[config.mk]
export PLATFORM = sky130hd
export DESIGN_NAME = fxp_sub_pipe_flat
export DESIGN_NICKNAME = d
export VERILOG_FILES = /design/src/rtl/fxp_pkg.sv /design/src/rtl/fxp_sub_pipe_if.sv /design/src/rtl/fxp_sat_trunc.sv /design/src/rtl/fxp_sub_pipe.sv /design/src/flat_wrapper.sv
export SDC_FILE = /design/constraint.sdc
export NUM_CORES = 1
export LEC_CHECK = 0
export CAP_MARGIN = 10
export CORE_MARGIN = 2
export CORE_UTILIZATION = 60
export CTS_CLUSTER_SIZE = 25
export DETAILED_ROUTE_END_ITERATION = 10
export DONT_BUFFER_PORTS = 1
export PLACE_DENSITY = 0.72
export SYNTH_ARGS = -nofsm -noshare
export SYNTH_HDL_FRONTEND = slang
export SYNTH_HIERARCHICAL = 1
export SYNTH_SLANG_ARGS = --single-unit
[constraint.sdc]
create_clock -name clk -period 2.1 [get_ports clk]
set_input_delay 0.21 -clock clk [delete_from_list [all_inputs] [get_ports clk]]
set_output_delay 0.21 -clock clk [all_outputs]
set_load 0.01 [all_outputs]
[src/rtl/fxp_pkg.sv]
// Shared fixed-point helpers for the add/sub datapath blocks: width helper,
// saturation patterns and flag bit positions.
package fxp_pkg;

  localparam int FLG_OVF = 0;
  localparam int FLG_UNF = 1;
  localparam int FLG_W   = 2;
  localparam int SAT_W   = 64;

  typedef enum logic {
    MODE_UNSIGNED = 1'b0,
    MODE_SIGNED   = 1'b1
  } fxp_mode_e;

  typedef logic [FLG_W-1:0] fxp_flags_t;

  function automatic int fxp_max(input int x, input int y);
    return (x > y) ? x : y;
  endfunction

  // Patterns are produced at SAT_W and narrowed by the caller.
  function automatic logic [SAT_W-1:0] sat_smax(input int w);
    return (SAT_W'(1) << (w - 1)) - SAT_W'(1);
  endfunction

  function automatic logic [SAT_W-1:0] sat_smin(input int w);
    return SAT_W'(1) << (w - 1);
  endfunction

  function automatic logic [SAT_W-1:0] sat_umax(input int w);
    return (SAT_W'(1) << w) - SAT_W'(1);
  endfunction

endpackage

[src/rtl/fxp_sub_pipe_if.sv]
// Operand/result stream bundle for the fixed-point subtractor.
interface fxp_sub_pipe_if #(
  parameter int A_W = 9,
  parameter int B_W = 9,
  parameter int D_W = 10
);
  logic           in_valid;
  logic           in_ready;
  logic [A_W-1:0] a;
  logic [B_W-1:0] b;
  logic           sign_sub;
  logic           out_valid;
  logic           out_ready;
  logic [D_W-1:0] diff;
  logic           overflow;
  logic           underflow;

  modport master (
    output in_valid, a, b, sign_sub, out_ready,
    input  in_ready, out_valid, diff, overflow, underflow
  );

  modport slave (
    input  in_valid, a, b, sign_sub, out_ready,
    output in_ready, out_valid, diff, overflow, underflow
  );
endinterface

[src/rtl/fxp_sat_trunc.sv]
// Combinational saturate/truncate/jam of an exact two's-complement value with
// HF fractional bits into a Q(OUT_I).(OUT_F) result.
module fxp_sat_trunc import fxp_pkg::*; #(
  parameter int EW    = 10,
  parameter int HF    = 5,
  parameter int OUT_I = 5,
  parameter int OUT_F = 5
) (
  input  logic signed [EW-1:0]          x,
  input  fxp_mode_e                     mode,
  output logic        [OUT_I+OUT_F-1:0] y,
  output fxp_flags_t                    flags
);

  localparam int IW = EW - HF;
  localparam int OW = OUT_I + OUT_F;
  // One spare bit above OUT_I keeps the unsigned range test slice non-empty.
  localparam int XI = fxp_max(IW, OUT_I + 1);

  localparam logic [OW-1:0] SMAX = OW'(sat_smax(OW));
  localparam logic [OW-1:0] SMIN = OW'(sat_smin(OW));
  localparam logic [OW-1:0] UMAX = OW'(sat_umax(OW));

  logic signed [IW-1:0]       ip;
  logic signed [XI-1:0]       ip_x;
  logic        [XI-OUT_I:0]   top_s;
  logic        [XI-OUT_I-1:0] top_u;
  logic        [OUT_F-1:0]    frac;
  logic                       unf;
  logic                       neg;
  logic                       fit_s;
  logic                       fit_u;
  logic                       ovf;

  assign ip    = x[EW-1:HF];
  assign ip_x  = XI'(ip);
  assign neg   = x[EW-1];
  assign top_s = ip_x[XI-1:OUT_I-1];
  assign top_u = ip_x[XI-1:OUT_I];
  assign fit_s = (&top_s) | ~(|top_s);
  assign fit_u = ~neg & ~(|top_u);
  assign ovf   = (mode == MODE_SIGNED) ? ~fit_s : ~fit_u;

  if (OUT_F >= HF) begin : g_pad
    assign frac = OUT_F'(x[HF-1:0]) << (OUT_F - HF);
    assign unf  = 1'b0;
  end else begin : g_trunc
    // Dropping low bits of a two's-complement value rounds toward -infinity.
    assign frac = x[HF-1 -: OUT_F];
    assign unf  = |x[HF-OUT_F-1:0];
  end

  always_comb begin
    y = {ip_x[OUT_I-1:0], frac};
    if (ovf) begin
      if (mode == MODE_SIGNED) y = neg ? SMIN : SMAX;
      else                     y = neg ? '0   : UMAX;
    end else if (unf) begin
      y[0] = 1'b1;
    end
    flags          = '0;
    flags[FLG_OVF] = ovf;
    flags[FLG_UNF] = unf;
  end

endmodule

[src/rtl/fxp_sub_pipe.sv]
// Three-stage fixed-point subtractor diff = a - b with saturation, truncation
// jamming, per-result flags and sticky status.
module fxp_sub_pipe import fxp_pkg::*; #(
  parameter int I1    = 4,
  parameter int F1    = 5,
  parameter int I2    = 4,
  parameter int F2    = 5,
  parameter int OUT_I = 5,
  parameter int OUT_F = 5
) (
  input  logic           clk,
  input  logic           rst,
  fxp_sub_pipe_if.slave  bus,
  input  logic           clr_sticky,
  output logic           sticky_ovf,
  output logic           sticky_unf
);

  localparam int AW = I1 + F1;
  localparam int BW = I2 + F2;
  localparam int HI = fxp_max(I1, I2);
  localparam int HF = fxp_max(F1, F2);
  localparam int AL = HI + HF;
  localparam int EW = HI + HF + 1;
  localparam int OW = OUT_I + OUT_F;

  logic                 adv;
  logic                 fire;
  logic [AL-1:0]        a_ext;
  logic [AL-1:0]        b_ext;
  logic [AL-1:0]        a_al_p0;
  logic [AL-1:0]        b_al_p0;
  fxp_mode_e            mode_p0;
  fxp_mode_e            mode_p1;
  logic [EW-1:0]        a_sx;
  logic [EW-1:0]        b_sx;
  logic signed [EW-1:0] diff_p1;
  logic [OW-1:0]        st_y;
  fxp_flags_t           st_flags;
  logic [OW-1:0]        diff_p2;
  fxp_flags_t           flags_p2;
  logic                 vld_p0;
  logic                 vld_p1;
  logic                 vld_p2;

  assign adv          = ~vld_p2 | bus.out_ready;
  assign fire         = vld_p2 & bus.out_ready;
  assign bus.in_ready = adv;

  // S1 align: extend integer part to HI bits, pad fraction to HF bits.
  assign a_ext = bus.sign_sub ? AL'($signed(bus.a)) : AL'(bus.a);
  assign b_ext = bus.sign_sub ? AL'($signed(bus.b)) : AL'(bus.b);

  // S2 subtract: one extra bit makes the difference exact in either mode.
  assign a_sx = {(mode_p0 == MODE_SIGNED) & a_al_p0[AL-1], a_al_p0};
  assign b_sx = {(mode_p0 == MODE_SIGNED) & b_al_p0[AL-1], b_al_p0};

  always_ff @(posedge clk) begin
    if (adv) begin
      a_al_p0 <= a_ext << (HF - F1);
      b_al_p0 <= b_ext << (HF - F2);
      mode_p0 <= fxp_mode_e'(bus.sign_sub);
      diff_p1 <= a_sx - b_sx;
      mode_p1 <= mode_p0;
    end
  end

  // S3 saturate/truncate into the output register.
  fxp_sat_trunc #(
    .EW    (EW),
    .HF    (HF),
    .OUT_I (OUT_I),
    .OUT_F (OUT_F)
  ) u_sat_trunc (
    .x     (diff_p1),
    .mode  (mode_p1),
    .y     (st_y),
    .flags (st_flags)
  );

  always_ff @(posedge clk or posedge rst) begin
    if (rst) begin
      vld_p0   <= 1'b0;
      vld_p1   <= 1'b0;
      vld_p2   <= 1'b0;
      diff_p2  <= '0;
      flags_p2 <= '0;
    end else if (adv) begin
      vld_p0   <= bus.in_valid;
      vld_p1   <= vld_p0;
      vld_p2   <= vld_p1;
      diff_p2  <= st_y;
      flags_p2 <= st_flags;
    end
  end

  // A flag arriving with the handshake takes priority over a clear.
  always_ff @(posedge clk or posedge rst) begin
    if (rst) begin
      sticky_ovf <= 1'b0;
      sticky_unf <= 1'b0;
    end else begin
      if (fire & flags_p2[FLG_OVF]) sticky_ovf <= 1'b1;
      else if (clr_sticky)          sticky_ovf <= 1'b0;
      if (fire & flags_p2[FLG_UNF]) sticky_unf <= 1'b1;
      else if (clr_sticky)          sticky_unf <= 1'b0;
    end
  end

  assign bus.out_valid = vld_p2;
  assign bus.diff      = diff_p2;
  assign bus.overflow  = flags_p2[FLG_OVF];
  assign bus.underflow = flags_p2[FLG_UNF];

endmodule

[src/flat_wrapper.sv]
// flat-port wrapper written by rule: the top's interface ports become plain ports
module fxp_sub_pipe_flat import fxp_pkg::*;
#(
  parameter int I1    = 4,
  parameter int F1    = 5,
  parameter int I2    = 4,
  parameter int F2    = 5,
  parameter int OUT_I = 5,
  parameter int OUT_F = 5
)
  (clk, rst, clr_sticky, sticky_ovf, sticky_unf, bus_in_valid, bus_a, bus_b, bus_sign_sub, bus_out_ready, bus_in_ready, bus_out_valid, bus_diff, bus_overflow, bus_underflow);
  fxp_sub_pipe_if #(.A_W(9), .B_W(9), .D_W(10)) bus_i ();
  input  logic clk;
  input  logic rst;
  input  logic clr_sticky;
  output logic sticky_ovf;
  output logic sticky_unf;
  input wire logic [$bits(bus_i.in_valid)-1:0] bus_in_valid;
  input wire logic [$bits(bus_i.a)-1:0] bus_a;
  input wire logic [$bits(bus_i.b)-1:0] bus_b;
  input wire logic [$bits(bus_i.sign_sub)-1:0] bus_sign_sub;
  input wire logic [$bits(bus_i.out_ready)-1:0] bus_out_ready;
  output wire logic [$bits(bus_i.in_ready)-1:0] bus_in_ready;
  output wire logic [$bits(bus_i.out_valid)-1:0] bus_out_valid;
  output wire logic [$bits(bus_i.diff)-1:0] bus_diff;
  output wire logic [$bits(bus_i.overflow)-1:0] bus_overflow;
  output wire logic [$bits(bus_i.underflow)-1:0] bus_underflow;
  assign bus_i.in_valid = bus_in_valid;
  assign bus_i.a = bus_a;
  assign bus_i.b = bus_b;
  assign bus_i.sign_sub = bus_sign_sub;
  assign bus_i.out_ready = bus_out_ready;
  assign bus_in_ready = bus_i.in_ready;
  assign bus_out_valid = bus_i.out_valid;
  assign bus_diff = bus_i.diff;
  assign bus_overflow = bus_i.overflow;
  assign bus_underflow = bus_i.underflow;
  fxp_sub_pipe #(.I1(I1), .F1(F1), .I2(I2), .F2(F2), .OUT_I(OUT_I), .OUT_F(OUT_F)) u_core (.clk(clk), .rst(rst), .bus(bus_i), .clr_sticky(clr_sticky), .sticky_ovf(sticky_ovf), .sticky_unf(sticky_unf));
endmodule
; Word-level counts from Yosys, hierarchy flattened
; Cells that the tools add are included.
[totals]
elab_cells = 28
inputBits = 24
reg_bits = 46
out_inout_bits = 16
[classes]
n_bitwise = 6
n_mux = 8
addsub = 1
n_reduce_logical = 1
[ops]
columns = operator, n
row1 = 10-bit 2-to-1 mux, 3
row2 = 10-bit subtractor, 1
row3 = 9-bit 2-to-1 mux, 1
row4 = 1-bit bitwise AND, 4
row5 = 1-bit 2-to-1 mux, 4
row6 = 2-bit nonzero test, 1
row7 = 1-bit inverter, 1
row8 = 1-bit OR, 1

; Depth between registers and ports, before layout
; Gate-level depths: netlist of the first run.
[logic_depth]
word_depth = 3
ltp_mapped = 9
ltp_nobuf = 9

; Cells and area by module
; Netlist of the first run, hierarchy kept.
[by_module_without_submodules]
columns = module, instances, cells_each, area_per_inst_um2, seq_area_each_um2
row1 = fxp_sub_pipe, 1, 137, 1995.7, 1326.3
row2 = fxp_sat_trunc, 1, 15, 102.6, 0.0

; Worst setup path before layout of the first run
; OpenSTA, ideal clock, no wires.
[synth_timing]
path_type = reg-to-reg
from = reg u_core.a_al_p0[0]
to = reg u_core.diff_p1[8] (data pin)
required_time_ps = 1838
synth_period_minus_slack_ps = 1900
n_path_buf = 0
setup_time_ps = 262
arrival_time_ps = 1637
path_stages_with_launch = 10
path_slack_ps = 200
path_cell_list = edfxtp_1 > inv_1 > ha_1 > inv_1 > fa_1 > a21oi_1 > o211ai_1 > nor3_1 > o21bai_1 > xor2_1
[synth_via]
elab_chain_len = 1
[synth_rtl]
columns = item, line
row1 = "start, declared", fxp_sub_pipe.sv:31  ; logic [AL-1:0] a_al_p0;
row2 = "start signal, assigned", fxp_sub_pipe.sv:60  ; a_al_p0 <= a_ext << (HF - F1);
row3 = 10-bit subtractor, fxp_sub_pipe.sv:63  ; diff_p1 <= a_sx - b_sx;
row4 = "end signal, assigned", fxp_sub_pipe.sv:63
row5 = "end, declared", fxp_sub_pipe.sv:37  ; logic signed [EW-1:0] diff_p1;
; No other way between the ends.
; A chain may end at the register's enable or synchronous reset.

; Final worst setup path of the first run
; Ends and elaborated chain as after synthesis.

==> metrics.txt, run 1 <==
worst-path cell chain=inv_1 -> ha_1 -> inv_1 -> fa_2 -> a21oi_2 -> o211ai_1 -> nor3_1 -> o21bai_1 -> xor2_1; ratio of cells with drive above 1 in the final layout=17.1%; initial core utilization=62.9%; total wire length=3120 um; list of most frequent post-synthesis cells=sky130_fd_sc_hd__edfxtp_1, sky130_fd_sc_hd__dfrtp_1, sky130_fd_sc_hd__inv_1; critical path's slowest cell=sky130_fd_sc_hd__edfxtp_1; pwr/cell area=1060 mW/mm^2; number of enable flip-flop cells after synthesis=30; cell type group with the largest total delay on the critical path=adder cells; headroom to the max-slew limit=58.4%; hold-critical path depth=2; reported net switching power=0.000764 W; Endpoint, Worst Hold=u_core/bus.out_valid; final weighted congestion in routability-driven placement=0.754; critical path peak fanout=2; element type at the critical path end=flip-flop; Finished Cell Area=0.00247 mm^2; setup repair after global routing missed its margin=no; GR Overflow Total=0; CP Data Required Time=2.22 ns; reg-to-reg startpoint=u_core/a_al_p0[0]; Most Frequent Cell on Critical Path=sky130_fd_sc_hd__inv_1; most frequently used flop master after synthesis=sky130_fd_sc_hd__edfxtp_1; kind of critical path=reg -> reg; Fmax=495 MHz; Post-Route Setup TNS=0 ns; number of synthesized register bits=47; Die X=63.1 um; die height=63.1 um; remaining design rule violation count=0; part of the Yosys area used for sequential elements=63.2%; vias in the first global route=1188; post-route ant nets=0; # Max-Cap Violations=0; synthesized area per cell=13.8 um^2; fraction of power consumed by the clock network=17.7%; FF-to-FF path depth=9; total number of H-tree levels=2; syn nets=186; share of synthesized registers carrying an async set or reset=36.2%; core area=0.00334 mm^2; cell at the root of the clock tree=sky130_fd_sc_hd__clkbuf_4; sum of net half-perimeters after detailed placement=1970 um; final standard cell count with taps included and fillers excluded=227; maximum clock skew at final layout=0.0104 ns; leading cell type by number of instances after synthesis=sky130_fd_sc_hd__edfxtp_1; startpoint type of the worst setup path=flip-flop; number of antenna violations at the first check in global routing=0; worst reg2reg setup slack=0.08 ns; Leakage Power=1.04 nW; detail-routed net length per standard cell=13.8 um; max-slew violation count=0; maximum number of pins on one net before global-route repair=32; switching share of power=29.2%; Hold Crit Class=in -> reg; total placed cells including tap cells=195; peak supply drop=658 uV; Period Utilization, post-route=96.1%; slew at the pin with the worst max-slew slack=0.623 ns; Crit Reg-Reg Endpoint=u_core/diff_p1[8]; Syn Std Cell Area=0.00210 mm^2; Top Ports=40; maximum cell stage delay along the critical path=0.39 ns; top cell type's share of synthesized area=42.9%; Buf/Inv on CP=2; launch instance of the worst min-delay path=bus_out_ready; first-pass GRT wire length=5110 um; post-synthesis cell type count=34; clk sink count=47; post-route core utilization=74.1%; crit path DAT=2.14 ns; insertion delay of the later-clocked pin in the worst-skew pair=0.35 ns; floorplan die area=0.00399 mm^2; final-stage net count=214; CTS tree=built; Gate power share=25.6%; placed inst area=0.00215 mm^2; number of vias after detailed routing=1200; cell accounting for the most synthesized area=sky130_fd_sc_hd__edfxtp_1; maximum buffer depth of the clock tree=2; dominant cells by area after synthesis=sky130_fd_sc_hd__edfxtp_1, sky130_fd_sc_hd__dfrtp_1, sky130_fd_sc_hd__mux2_2, sky130_fd_sc_hd__ha_1, sky130_fd_sc_hd__inv_1; Final Hold Violating Endpoints=0; GRT Util Overall=17.2%; Yosys warning total=6; result of the run=finished, final reports clean; number of buffers created by CTS=5; initial drt markers=55; internal power of the cells=0.00185 W; Detailed Routing Iterations Pass 1=4; row cnt=21; share of total power in sequential cells=56.7%; synthesized instance count=152; Area Overhead vs Synth=17.8%; Worst-path clk slew=0.13 ns; number of antenna repair diodes=0; post-route minimum period=2.02 ns; drt via density=5.29; Port Buf Inserts=0; Final setup viols=0
cell type report:
class | count | area, um^2
Fill cell | 234 | 866
Multi-Input combinational cell | 85 | 696
Timing Repair Buffer | 25 | 260
Tap cell | 46 | 57.6
Inverter | 16 | 60.1
Clock inverter | 1 | 6.26
Sequential cell | 47 | 1330
Clock buffer | 7 | 65.1
layer usage:
| layer | global-route usage, % | wire length (um) |
|---|---|---|
| met1 | 17.5 | 1170 |
| met2 | 31.8 | 1700 |
| met3 | 6.79 | 230 |
| met4 | 5.83 | 18 |
| met5 | 0 | 0 |
kinds of logic (layout without fill, tap and decap cells):
| logic type | after synthesis | after routing | synth area share (%) |
|---|---|---|---|
| buf+inv | 20 | 49 | 4.05 |
| flops | 47 | 47 | 63.2 |
| compound gates | 19 | 19 | 5.96 |
| simple gates | 33 | 33 | 9.36 |
| xor+xnor | 7 | 7 | 2.92 |
| other cells | 1 | 1 | 0.179 |
| fa+ha+maj | 10 | 10 | 6.32 |
| mux | 15 | 15 | 7.99 |
sequential cells by signal, summed over array words and instances, names as in the netlist:
register / cells
u_core/flags_p2: 2
u_core/a_al_p0: 9
u_core/vld_p1: 1
u_core/b_al_p0: 9
u_core/bus.out_valid: 1
u_core/mode_p1: 1
u_core/vld_p0: 1
u_core/sticky_ovf: 1
u_core/mode_p0: 1
u_core/sticky_unf: 1
u_core/diff_p1: 10
u_core/bus.diff: 10
timing repair:
item                       in CTS  in global routing
hold endpoints to repair       39                  1
buffers inserted                0                  0
resized for setup               0                  2
hold buffers                   23                  1
setup endpoints to repair       0                  1
placed cells by master (no fill, tap or decap), types with 3 or more instances in the layout:
cell type,count
sky130_fd_sc_hd__ha_1,9
sky130_fd_sc_hd__a21oi_1,3
sky130_fd_sc_hd__inv_1,16
sky130_fd_sc_hd__dlygate4sd3_1,24
sky130_fd_sc_hd__o21ai_0,6
sky130_fd_sc_hd__and2_1,9
sky130_fd_sc_hd__nand3_1,5
sky130_fd_sc_hd__clkbuf_4,5
sky130_fd_sc_hd__xor2_1,5
sky130_fd_sc_hd__mux2_2,14
sky130_fd_sc_hd__nor3_1,3
sky130_fd_sc_hd__dfrtp_1,17
sky130_fd_sc_hd__nand2_1,4
sky130_fd_sc_hd__edfxtp_1,30
power by group through the flow:
stage,Clock [W],Sequential [W],Combinational [W]
2_1_floorplan,0,0.00147,0.000518
3_3_place_gp,0,0.00150,0.000583
3_5_place_dp,0,0.00151,0.000615
4_1_cts,0.000478,0.00149,0.000660
5_1_grt,0.000535,0.00151,0.000747
6_report,0.000462,0.00148,0.000669
worst max-delay path by stage:
| stage | startpoint | endpoint | slack (ns) | cells after the start |
|---|---|---|---|---|
| detailed placement | u_core/a_al_p0[0] | u_core/diff_p1[8] | 0.06 | 9 |
| global placement | u_core/a_al_p0[0] | u_core/diff_p1[8] | 0.12 | 9 |
| floorplan | u_core/a_al_p0[0] | u_core/diff_p1[8] | 0.20 | 9 |
| global route | u_core/a_al_p0[0] | u_core/diff_p1[8] | 0.007 | 9 |
| CTS | u_core/a_al_p0[0] | u_core/diff_p1[8] | 0.07 | 9 |
| finish | u_core/a_al_p0[0] | u_core/diff_p1[8] | 0.08 | 9 |
per-stage QoR:
stage | power [W] | hold slack (ns) | worst slack (ns)
after global routing | 0.00280 | 0.319 | 0.00707
after floorplan | 0.00199 | 0.136 | 0.200
final | 0.00261 | 0.327 | 0.0814
after detailed placement | 0.00213 | 0.208 | 0.0611
after global placement | 0.00208 | 0.194 | 0.117
after CTS | 0.00263 | 0.000389 | 0.0731
Power figures use the tool's default switching activity.
==> run 2: changes to the inputs <==
CORE_UTILIZATION = 35   (was 60)
PLACE_DENSITY = 0.45   (was 0.72)
==> metrics.txt, run 2 (synthesized netlist as in run 1, its figures left out) <==
cell at the root of the clock tree=sky130_fd_sc_hd__clkbuf_8; hold-critical path depth=1; ratio of cells with drive above 1 in the final layout=18.4%; CP Data Required Time=2.15 ns; internal power of the cells=0.00199 W; Worst-path clk slew=0.08 ns; sum of net half-perimeters after detailed placement=2180 um; total design power=0.00277 W; final-stage net count=212; Fmax=497 MHz; placed inst area=0.00220 mm^2; leading cell type in the layout, fill and taps excluded=sky130_fd_sc_hd__edfxtp_1; Crit Reg-Reg Endpoint=u_core/diff_p1[8]; detail-routed net length per standard cell=12.4 um; Hold Crit Class=in -> reg; Finished Cell Area=0.00252 mm^2; critical path peak fanout=2; worst reg2reg setup slack=0.09 ns; floorplan die area=0.00663 mm^2; row cnt=28; headroom to the max-slew limit=56.2%; fraction of power consumed by the clock network=22.3%; remaining design rule violation count=0; total wire length=3150 um; post-route core utilization=43.1%; startpoint type of the worst setup path=flip-flop; Detailed Routing Iterations Pass 1=5; commonest cells after routing, fill and taps aside=sky130_fd_sc_hd__edfxtp_1, sky130_fd_sc_hd__dlygate4sd3_1, sky130_fd_sc_hd__dfrtp_1; max-slew violation count=0; first-pass GRT wire length=5040 um; insertion delay of the later-clocked pin in the worst-skew pair=0.29 ns; number of antenna repair diodes=0; Gate power share=24.0%; Die X=81.4 um; launch instance of the worst min-delay path=clr_sticky; slew at the pin with the worst max-slew slack=0.658 ns; Endpoint, Worst Hold=u_core/sticky_unf; FF-to-FF path depth=9; Area Overhead vs Synth=20.3%; peak supply drop=434 uV; Port Buf Inserts=0; Final setup viols=0; Leakage Power=1.05 nW; post-place setup slack=0.0379 ns; drt via density=4.61; share of total power in sequential cells=53.7%; Top Ports=40; pwr/cell area=1100 mW/mm^2; post-route ant nets=0; switching share of power=28.2%; total number of H-tree levels=2; number of vias after detailed routing=1170; setup ws final=0.0865 ns; die height=81.4 um; maximum buffer depth of the clock tree=2; GRT Util Overall=10.2%; kind of critical path=reg -> reg; reported net switching power=0.000779 W; Period Utilization, post-route=95.9%; clk sink count=47; number of antenna violations at the first check in global routing=0; setup repair after global routing missed its margin=yes; CTS tree=built; core area=0.00585 mm^2; initial core utilization=35.9%; # Max-Cap Violations=0; maximum number of pins on one net before global-route repair=24; reg-to-reg startpoint=u_core/a_al_p0[0]; initial drt markers=32; element type at the critical path end=flip-flop; GR Overflow Total=0; fill cell instance count of the final layout=522; maximum clock skew at final layout=0.00757 ns; number of buffers created by CTS=5; final weighted congestion in routability-driven placement=0.809; crit path DAT=2.06 ns; Final Hold Violating Endpoints=0; post-route minimum period=2.01 ns; vias in the first global route=1145; result of the run=finished, final reports clean
==> run 2: cell types whose count changed in the layout (fill, tap and decap cells not counted) <==
| cell | previous run | this run |
|---|---|---|
| sky130_fd_sc_hd__clkbuf_4 | 5 | 0 |
| sky130_fd_sc_hd__clkbuf_8 | 2 | 6 |
| sky130_fd_sc_hd__dlygate4sd3_1 | 24 | 20 |
| sky130_fd_sc_hd__buf_4 | 0 | 2 |
| sky130_fd_sc_hd__clkbuf_16 | 0 | 1 |
| sky130_fd_sc_hd__clkinv_2 | 0 | 1 |
| sky130_fd_sc_hd__inv_4 | 1 | 0 |
==> run 2: metrics by stage <==
step	hold WS, ns	TNS [ns]	instances
after floorplan	0.136	0	152
after global placement	0.208	0	225
after detailed placement	0.227	0	225
after CTS	0.00320	0	253
after global routing	0.00438	-0.0521	254
final	0.0199	0	254
==> run 2: worst max-delay path by stage <==
| stage | from | to | slack, ns |
|---|---|---|---|
| after detailed placement | u_core/a_al_p0[0] | u_core/diff_p1[8] | 0.04 |
| final | u_core/a_al_p0[0] | u_core/diff_p1[8] | 0.09 |
| after global routing | u_core/a_al_p0[0] | u_core/diff_p1[8] | -0.05 |
| after global placement | u_core/a_al_p0[0] | u_core/diff_p1[8] | 0.09 |
| after CTS | u_core/a_al_p0[0] | u_core/diff_p1[8] | 0.001 |
| after floorplan | u_core/a_al_p0[0] | u_core/diff_p1[8] | 0.20 |
==> run 2: final cells by class <==
type	instances	area, um^2	area share [%]
well taps	75	93.8	3.72
inverters	16	60.1	2.38
multi-input cells	85	696	27.6
flip-flops and latches	47	1330	52.6
clock buffers	7	108	4.26
clock inverters	1	5.00	0.198
repair buffers	23	235	9.32
==> run 2: critical path, stage by stage (launching register included) <==
cell                       delay [ns]
sky130_fd_sc_hd__edfxtp_1        0.38
sky130_fd_sc_hd__inv_1           0.06
sky130_fd_sc_hd__ha_1            0.16
sky130_fd_sc_hd__inv_1           0.06
sky130_fd_sc_hd__fa_2            0.35
sky130_fd_sc_hd__a21oi_2         0.19
sky130_fd_sc_hd__o211ai_1        0.13
sky130_fd_sc_hd__nor3_1          0.19
sky130_fd_sc_hd__o21bai_1        0.11
sky130_fd_sc_hd__xor2_1          0.15
==> run 2: what timing repair did <==
item	in CTS	in global routing
gates resized for setup	0	2
setup endpoints to repair	0	1
hold buffers	20	0
buffers inserted	0	1
hold endpoints to repair	36	0
==> run 2: layer usage <==
| layer | share of wire [%] | global-route usage, % |
|---|---|---|
| met4 | 1.0 | 4.24 |
| met5 | 0 | 0 |
| met3 | 8.0 | 4.29 |
| met2 | 48 | 17.1 |
| met1 | 43 | 11.3 |
==> run 2: power groups by stage <==
stage               sequential, W  clock (W)  combinational [W]
floorplan                 0.00147          0           0.000518
global placement          0.00151          0           0.000610
detailed placement        0.00152          0           0.000627
CTS                       0.00149   0.000653           0.000659
global route              0.00153   0.000686           0.000755
finish                    0.00149   0.000616           0.000665
